--- src/rtl/decim_comb.sv ---
// Decimating comb section of a CIC decimator: keeps every R-th valid sample and
// passes it through N registered comb stages of differential delay M.
module decim_comb #(
  parameter int IW = 2,
  parameter int OW = 5,
  parameter int R  = 4,
  parameter int M  = 1,
  parameter int N  = 3
) (
  input  logic          i_clk,
  input  logic          i_rst_n,
  input  logic [IW-1:0] i_data,
  input  logic          i_ready,
  output logic [OW-1:0] o_data,
  output logic          o_ready
);

  localparam int CW = (R > 1) ? $clog2(R) : 1;

  // Handshake: i_ready qualifies i_data for one cycle, there is no backpressure;
  // o_ready is a one-cycle strobe qualifying o_data, which holds between strobes.

  logic [CW-1:0] cnt;
  logic          accept;

  // stg[0] is the registered chain input; stg[k] is the output of comb stage k.
  logic [OW-1:0] stg [0:N];
  logic [N:0]    vld;
  logic [OW-1:0] dly [1:N][0:M-1];

  assign accept = i_ready && (cnt == CW'(R - 1));

  always_ff @(posedge i_clk) begin
    if (!i_rst_n) begin
      cnt <= '0;
      vld <= '0;
      for (int k = 0; k <= N; k++) stg[k] <= '0;
      for (int k = 1; k <= N; k++)
        for (int j = 0; j < M; j++) dly[k][j] <= '0;
    end else begin
      if (i_ready) cnt <= accept ? '0 : cnt + CW'(1);

      vld[0] <= accept;
      if (accept) stg[0] <= OW'($signed(i_data));

      // Each delay line advances only when its own stage input is valid, so
      // idle cycles between decimated samples never disturb the comb history.
      for (int k = 1; k <= N; k++) begin
        vld[k] <= vld[k-1];
        if (vld[k-1]) begin
          stg[k]    <= stg[k-1] - dly[k][M-1];
          dly[k][0] <= stg[k-1];
          for (int j = 1; j < M; j++) dly[k][j] <= dly[k][j-1];
        end
      end
    end
  end

  assign o_data  = stg[N];
  assign o_ready = vld[N];

endmodule
--- config.mk ---
export PLATFORM = sky130hd
export DESIGN_NAME = decim_comb
export DESIGN_NICKNAME = d
export VERILOG_FILES = /design/src/rtl/decim_comb.sv
export SDC_FILE = /design/constraint.sdc
export NUM_CORES = 1
export LEC_CHECK = 0
export CORE_MARGIN = 1
export CORE_UTILIZATION = 40
export CTS_CLUSTER_SIZE = 10
export DETAILED_ROUTE_END_ITERATION = 10
export GPL_TIMING_DRIVEN = 0
export PLACE_DENSITY = 0.64
export SYNTH_ARGS = -nofsm -noshare
export SYNTH_HDL_FRONTEND = slang
export SYNTH_SLANG_ARGS = --single-unit
export TNS_END_PERCENT = 30
--- constraint.sdc ---
create_clock -name i_clk -period 1.9 [get_ports i_clk]
set_input_delay 0.38 -clock i_clk [delete_from_list [all_inputs] [get_ports i_clk]]
set_output_delay 0.38 -clock i_clk [all_outputs]
set_load 0.01 [all_outputs]
==> results of run 1 <==
==> Yosys cell counts <==
cell,instances,area share [%]
a211o_1,1,0.56
a21o_1,1,0.48
a21oi_1,4,1.3
and2_1,2,0.81
and3_1,8,3.2
and3_2,2,0.97
clkbuf_2,1,0.32
dfxtp_1,6,7.7
edfxtp_1,27,52
fa_1,6,7.7
ha_1,9,7.2
inv_1,17,4.1
mux2i_1,1,0.64
nand2_1,4,0.97
nand2_2,2,0.81
nand2b_1,2,0.81
nand3_1,3,0.97
nand3b_1,1,0.48
nand4_1,1,0.40
nor2_1,15,3.6
nor2b_1,1,0.40
or2b_1,3,1.4
xnor2_1,4,2.3
xor2_1,1,0.56
==> where the power goes <==
part | internal (W) | switching (W)
clock network | 0.000260 | 0.000237
logic | 0.0000508 | 0.0000588
registers | 0.000806 | 0.0000137
==> cells by family (layout without fill, tap and decap cells) <==
kind of cell	Yosys count	count (layout)	synth area share (%)
compound gates	6	6	2.34
xor+xnor	5	5	2.82
fa+ha+maj	15	15	15.0
buf+inv	18	36	4.43
flops	33	33	59.9
mux	1	1	0.644
simple gates	44	44	14.9
==> registers in the layout, indices dropped and copies added, names as in the netlist <==
| name | cells |
|---|---|
| cnt | 2 |
| dly | 11 |
| vld | 4 |
| stg | 16 |
==> how the worst max path moves through the flow <==
stage	cells past startpoint	startpoint	end	slack [ns]
2_1_floorplan	5	stg[0][0]	stg[1][2]	0.18
3_3_place_gp	5	stg[0][0]	stg[1][4]	0.09
3_5_place_dp	5	stg[0][0]	stg[1][4]	0.06
4_1_cts	5	stg[0][0]	stg[1][4]	0.04
5_1_grt	7	stg[1][0]	stg[2][2]	0.03
6_report	5	stg[0][0]	stg[1][4]	0.12
==> what timing repair did <==
action                                  CTS  global route
hold buffers                              0             0
resized for setup                         0             1
endpoints found under the setup margin    0             1
==> final cells by class <==
type                            count  share of cell area [%]
Timing Repair Buffer               10                    5.57
Tap cell                           48                    3.34
Clock buffer                        8                    4.46
Sequential cell                    33                    51.8
Buffer                              1                   0.279
Multi-Input combinational cell     71                    31.0
Inverter                           17                    3.55
==> tightest hold or removal path, delay by kind of cell (launching register included) <==
kind                      cells  cell delay [ns]
xor gates and xnor gates      1             0.08
and+or+nand+nor               1             0.07
DFF                           1             0.35
==> layer usage <==
layer  global-route usage (%)  up-vias
met5                        0        -
met4                     7.50        0
met3                     6.43        7
met2                     26.2       18
met1                     13.0      428
li1                         -      440
==> cell usage in the layout (no fill, tap or decap) <==
| cell | synthesis | final |
|---|---|---|
| a211o_1 | 1 | 1 |
| a21o_1 | 1 | 1 |
| a21oi_1 | 4 | 4 |
| and2_1 | 2 | 2 |
| and3_1 | 8 | 8 |
| and3_2 | 2 | 2 |
| clkbuf_1 | 0 | 3 |
| clkbuf_2 | 1 | 1 |
| clkbuf_8 | 0 | 5 |
| clkdlybuf4s50_1 | 0 | 10 |
| dfxtp_1 | 6 | 6 |
| edfxtp_1 | 27 | 27 |
| fa_1 | 6 | 5 |
| fa_2 | 0 | 1 |
| ha_1 | 9 | 9 |
| inv_1 | 17 | 17 |
| mux2i_1 | 1 | 1 |
| nand2_1 | 4 | 4 |
| nand2_2 | 2 | 2 |
| nand2b_1 | 2 | 2 |
| nand3_1 | 3 | 3 |
| nand3b_1 | 1 | 1 |
| nand4_1 | 1 | 1 |
| nor2_1 | 15 | 15 |
| nor2b_1 | 1 | 1 |
| or2b_1 | 3 | 3 |
| xnor2_1 | 4 | 4 |
| xor2_1 | 1 | 1 |
==> through the flow <==
| stage | total power [W] | hold slack, ns | util (%) | cell area [um^2] |
|---|---|---|---|---|
| global route | 0.00151 | 0.579 | 48.7 | 1800 |
| detailed placement | 0.000946 | 0.528 | 46.5 | 1710 |
| CTS | 0.00144 | 0.541 | 48.6 | 1790 |
| global placement | 0.000937 | 0.506 | 46.5 | 1710 |
| floorplan | 0.000903 | 0.487 | - | 1550 |
| finish | 0.00143 | 0.536 | 48.7 | 1800 |
==> out/metrics.cfg, run 1 <==
[outcome]
status = complete, no violations

[critical_path]
regToRegStartpoint = stg[0][0]
regToRegSetupSlack_ns = 0.12
worstPathCellList = inv_1 > ha_1 > fa_2 > fa_1 > and3_1
required_ns = 1.94
path_max_fanout = 2
cp-end-kind = flop
cp_top_family = adder cells
crit_path_max_incr_delay_ns = 0.37
critical_path_buf_inv_count = 1
arrival_ns = 1.82
r2r.worst_path.cells = 5
start_kind = flop
r2r-end = stg[1][4]
path_class = flop to flop
cp_slowest_cell = fa_2

[logic_synthesis]
ys_types = 24
ys_seq_elements = 33
syn-cell-area_um2 = 1550
yosysSeqAreaShare_pct = 59.9
ys_warn_count = 0
syn_inst = 122
syn_area_per_cell_um2 = 12.7
synth_nets = 142

[placed_design]
post-place-ws_ns = 0.0555
dp.cells = 180
portBuffers = 10
gp_congestion = 0.740
detailed_place_hpwl_um = 1760

[clock_tree]
cts.path.max_buffers = 2
h-tree-depth = 2
cts_tree = built
cts_buffers = 5
clk_latency_ns = 0.28
cts.clk_slew.worst_paths_ns = 0.06
root_buffer = clkbuf_8
cts_num_sinks = 33
post_cts_buffers = 0

[final_layout]
fillers = 351
synthToLayoutAreaGrowth_pct = 15.6
nNetsFinal = 159
drive_above_1_share_pct = 7.86
seqCellArea_um2 = 931
multi_input_area_um2 = 557
final_cells = 188
num_antenna_cells = 0

[timing]
max_freq_ghz = 0.562
setup_slack_ns = 0.122
rsz0062_at_grt = no
slew_headroom_pct = 72.2
skew_ns = 0.00400
post-route-period-util_pct = 93.6
tns_ns = 0
drv_slew = 0
hold_violations = 0
worst_pin_slew_ns = 0.418
finalSetupViolCount = 0
min_period_ns = 1.78

[pwr]
p_leak_nw = 0.771
ir_worst_vdd_mv = 0.476
powerDensity_nw_per_um2 = 793

[grt]
gr-total-overflow = 0
grt.total_usage_pct = 14.3
first_global_vias = 992
antenna_found_initial = 0
grt_pass1_wl_um = 4180
grt_start_max_net_pins = 11

[floorplanning]
start_util_pct = 42.1
die_x_um = 64.3
die-area_um2 = 4140
die_h_um = 64.3
rows = 22
core_region_area_um2 = 3690
ioPinCount = 11

[detailed_routing]
wl_per_cell_um = 12.5
ant_nets = 0
dr_wl_met2_um = 1290
met3_wirelength_um = 100
drt-total-wl_um = 2350
highest_layer = met4
viasPerCell = 4.75
drc = 0
vias = 893
drtPass1Iterations = 4
drt-met1-wl_um = 910
drt_iter0_markers = 23

[min_path]
hold_class = flop to flop
worstHoldEndpoint = cnt[0]
min_path_cells = 2
min-delay-start = cnt[0]

[job]
max_cap_viol_count = 0

Note: power is estimated with default switching activity, not from simulation.
==> inputs of run 2 (changes only) <==
--- a/config.mk
+++ b/config.mk
@@ -9,7 +9,7 @@
 export CORE_UTILIZATION = 40
 export CTS_CLUSTER_SIZE = 10
 export DETAILED_ROUTE_END_ITERATION = 10
-export GPL_TIMING_DRIVEN = 0
+export GPL_TIMING_DRIVEN = 1
 export PLACE_DENSITY = 0.64
 export SYNTH_ARGS = -nofsm -noshare
 export SYNTH_HDL_FRONTEND = slang
==> out/metrics.cfg, run 2 (synthesis results as in run 1) <==
[pwr]
ir_worst_vdd_mv = 0.488
powerDensity_nw_per_um2 = 786
p_leak_nw = 0.787

[floorplanning]
ioPinCount = 11
core_region_area_um2 = 3690
die_h_um = 64.3
rows = 22
die_x_um = 64.3
start_util_pct = 42.1
die-area_um2 = 4140

[placed_design]
dpl-instance-area_um2 = 1740
gp_congestion = 0.808
detailed_place_hpwl_um = 1710
portBuffers = 10

[detailed_routing]
vias = 879
drt_iter0_markers = 22
drt-total-wl_um = 2270
wl_per_cell_um = 12.0
drtPass1Iterations = 4
drc = 0
viasPerCell = 4.65
ant_nets = 0

[grt]
grt_start_max_net_pins = 15
first_global_vias = 893
antenna_found_initial = 0
grt.total_usage_pct = 13.1
grt_pass1_wl_um = 3940
gr-total-overflow = 0

[final_layout]
nNetsFinal = 160
reg_top3 = stg (16), dly (11), vld (4)
largest_reg_flops = 16
seqCellArea_um2 = 931
final_common_cell = edfxtp_1
fillers = 339
multi_input_area_um2 = 554
drive_above_1_share_pct = 9.22
regMostFlops = stg
layout_common_cells = 27 x edfxtp_1, 17 x inv_1, 15 x nor2_1
num_antenna_cells = 0
stdcell_area_um2 = 1820
synthToLayoutAreaGrowth_pct = 17.1

[critical_path]
cp-end-kind = flop
r2r.worst_path.cells = 5
arrival_ns = 1.86
path_max_fanout = 2
critPathMostFrequentCell = fa_1
r2r-end = stg[1][4]
worstPathCellList = inv_1 > ha_1 > fa_1 > fa_1 > and3_1
path_class = flop to flop
cp_top_family = adder cells
required_ns = 1.94
critical_path_buf_inv_count = 1
crit_path_max_incr_delay_ns = 0.43
start_kind = flop
regToRegSetupSlack_ns = 0.07
regToRegStartpoint = stg[0][0]
cp_slowest_cell = fa_1

[timing]
worst_pin_slew_ns = 0.380
hold_violations = 0
post-route-period-util_pct = 96.1
drv_slew = 0
rsz0062_at_grt = no
min_period_ns = 1.83
skew_ns = 0.00282
slew_headroom_pct = 74.6
max_freq_ghz = 0.548
tns_ns = 0
finalSetupViolCount = 0

[clock_tree]
cts.path.max_buffers = 2
root_buffer = clkbuf_8
h-tree-depth = 2
cts_buffers = 5
cts.clk_slew.worst_paths_ns = 0.06
cts_tree = built
hold_buffers = 0
cts-resized-gates = 0
cts_num_sinks = 33
clk_latency_ns = 0.28
post_cts_buffers = 0

[min_path]
worstHoldEndpoint = cnt[0]
hold_class = flop to flop
min-delay-start = cnt[0]
min_path_cells = 2

[job]
max_cap_viol_count = 0

[outcome]
status = complete, no violations

run 2: worst max-delay path by stage:
| stage | from | endpoint | cells past startpoint | slack [ns] |
|---|---|---|---|---|
| final | stg[0][0] | stg[1][4] | 5 | 0.07 |
| after CTS | stg[0][0] | stg[1][4] | 5 | 0.08 |
| after floorplan | stg[0][0] | stg[1][2] | 5 | 0.18 |
| after detailed placement | stg[0][0] | stg[1][4] | 5 | 0.09 |
| after global placement | stg[0][0] | stg[1][4] | 5 | 0.11 |
| after global routing | stg[0][0] | stg[1][4] | 5 | 0.02 |
run 2: where the power goes:
group / internal [W] / leakage (nW) / switching [W]
Combinational: 0.0000545 / 0.415 / 0.0000567
Clock: 0.000253 / 0.0450 / 0.000246
Sequential: 0.000805 / 0.328 / 0.0000141
run 2: worst register-to-register path, cell delays in order, from the launching register on:
cell      delay (ns)
edfxtp_1        0.33
inv_1           0.05
ha_1            0.20
fa_1            0.43
fa_1            0.39
and3_1          0.18
run 2: stage by stage:
step                hold WS [ns]  utilization (%)  setup slack, ns  power, W  cells
finish                     0.540             49.3           0.0738   0.00143    189
global route               0.572             49.3           0.0187   0.00150    189
CTS                        0.541             49.3           0.0805   0.00145    189
detailed placement         0.523             47.1           0.0868  0.000948    181
global placement           0.515             47.1            0.113  0.000945    181
floorplan                  0.487                -            0.177  0.000903    122
run 2: area by class of cell:
cell class,instances,share of cell area [%]
clock buffer,6,3.99
clock inverter,2,0.550
inverter,17,3.51
multi-input combinational,71,30.5
sequential,33,51.2
tap,48,3.30
timing repair buffer,12,7.02
run 2: metal layers:
metal | GRT usage, % | up-vias | routed length [um]
met5 | 0 | - | 0
li1 | - | 444 | -
met2 | 24.1 | 16 | 1230
met3 | 4.82 | 0 | 82
met1 | 13.5 | 419 | 958
met4 | 4.17 | 0 | 0
==> RTL change, RTL diff (settings of run 1) <==
The parameter `N` goes from 3 to 2.
--- a/src/rtl/decim_comb.sv
+++ b/src/rtl/decim_comb.sv
@@ -7,3 +7,3 @@
   parameter int M  = 1,
-  parameter int N  = 3
+  parameter int N  = 2
 ) (
Formal check against the unedited RTL: not equivalent (Yosys sat finds a counterexample within 10 cycles, from zero or initial values and one cycle with i_rst_n low).
==> RTL change against run 1 <==
Design area decreased by 34%. Sequential cell count shrank 13. Total power decreased by 38%. Count of clock-buffer cells in the layout fell by 4. Area after synthesis decreased by 36%. Worst setup slack worse by 0.066 ns. Via count down 36%. Wire length fell by 38%. Critical path type unchanged. Critical endpoint is now stg[0][14]$_SDFFCE_PN0P_. Highest routed layer unchanged.
==> RTL change: results (changes against run 1) <==
stage,metric,value,unit,change
clocking,H-tree depth,1,,-1
layout,Signal inverters,10,,-7
layout,Signal buf overhead,12.0,%,+6.1 points
min_path,HP Start,cnt[1]$_SDFFE_PN0P_,,
synthesis,Synth Area in Adders,14.3,%,-0.71 points
synthesis,mux share of post-synthesis cell area,1.00,%,+0.36 points
pwr,power in combinational cells,0.0798,mW,-27%
pwr,worst vdd ir,0.411,mV,-14%
synthesis,Post-synth top cells,"15 x edfxtp_1, 10 x inv_1, 6 x and2_1, 6 x and3_1, 6 x nor2_1",,
synthesis,post-synthesis sequential area ratio,55.1,%,-4.8 points
synthesis,Post-Synth XOR/XNOR Area,2.63,%,-0.19 points
detailed_routing,DR vias/cell,4.78,,+0.70%
layout,Reg area,551,um^2,-41%
sta,Hold WS,0.538,ns,+0.00118 ns
synthesis,mean post-synth cell area,12.8,um^2,+0.62%
layout,Final clock-cell share,4.00,%,-0.46 points
layout,Top Registers,"stg: 10 flops, dly: 5 flops, vld: 3 flops",,
layout,multi-input gate share of the layout cell area,31.7,%,+0.66 points
critical_path,Worst R2R Setup Slack,0.06,ns,-0.07 ns
clocking,Num CTS Buffers,3,,-2
global_routing,total track usage,13.4,%,-0.93 points
outcome,outcome,completed,,
placed_design,Post-Place Worst Slack,0.00674,ns,-0.0487 ns
clocking,Clock Latency Late Sink,0.31,ns,+0.03 ns
layout,fillcell total,207,,-41%
critical_path,Critical Path AT,1.91,ns,+0.09 ns
global_routing,largest net degree at the start of global routing,13,,+2
placed_design,Placed Instance Area,1130,um^2,-34%
min_path,Worst Hold End,cnt[1]$_SDFFE_PN0P_,,
sta,Final Skew,0.00190,ns,-0.00210 ns
detailed_routing,routed length per placed instance,12.1,um,-3.0%
synthesis,Synth top area share,45.1,%,-7.1 points
synthesis,synthesized cell area,1000,um^2,-36%
critical_path,FF-to-FF path depth,8,,+3
sta,slew margin rel.,72.4,%,+0.22 points
global_routing,vias in the first global route,582,,-41%
synthesis,syn nets,92,,-35%
clocking,register clock-pin slew on the reported worst setup and hold paths,0.12,ns,+0.06 ns
pwr,clock group total power,0.304,mW,-39%
synthesis,number of synthesized register bits,20,,-39%
detailed_routing,1st-iter DRT viols,14,,-39%
sta,Max Freq,0.542,GHz,-3.6%
synthesis,post-synthesis cell type count,19,,-21%
global_routing,global-route wire length before repair,2460,um,-41%
layout,non-filler instance count after layout,120,,-36%
pwr,cell area power density,740,nW/um^2,-6.7%
placed_design,GP Congestion,0.720,,-2.7%
clocking,root buf cell,clkbuf_4,,
critical_path,RR Endpoint,stg[0][14]$_SDFFCE_PN0P_,,
layout,count of plain and timing-repair buffers,16,,+5
synthesis,synth top area cells,"edfxtp_1 45%, dfxtp_1 10%, fa_1 8.0%",,
pwr,internal power,0.689,mW,-38%
layout,share of layout cells above drive strength 1,18.5,%,+11 points
pwr,Pleak,0.502,nW,-35%
critical_path,crit path from,dly[2][0]$_SDFFCE_PN0P_,,
layout,Nets,107,,-33%
synthesis,post-synthesis compound-gate area fraction,4.63,%,+2.3 points
layout,Seq area share,46.3,%,-5.5 points
RTL change: critical path: stages (launching register included):
cell and delay, ns:
edfxtp_1 0.39, ha_2 0.19, inv_2 0.06, fa_2 0.19, inv_2 0.04, fa_2 0.34
xnor2_1 0.19, xnor2_1 0.13, nor2_1 0.06
RTL change: timing repair:
| action | CTS | global route |
|---|---|---|
| setup endpoints to repair | 1 | 1 |
| pin swaps | 1 | 2 |
| resized for setup | 2 | 3 |
RTL change: kinds of logic after synthesis:
| family | after synthesis |
|---|---|
| compound gates | 4 |
| xor+xnor | 3 |
| fa+ha+maj | 9 |
| buf+inv | 16 |
| flops | 20 |
| mux | 1 |
| simple gates | 25 |
RTL change: routing by layer:
metal	track usage (%)	routed length, um	vias to the layer above
met1	13.6	568	274
met4	6.76	22	0
met3	3.51	41	4
met5	0	0	-
li1	-	-	282
met2	24.6	820	14
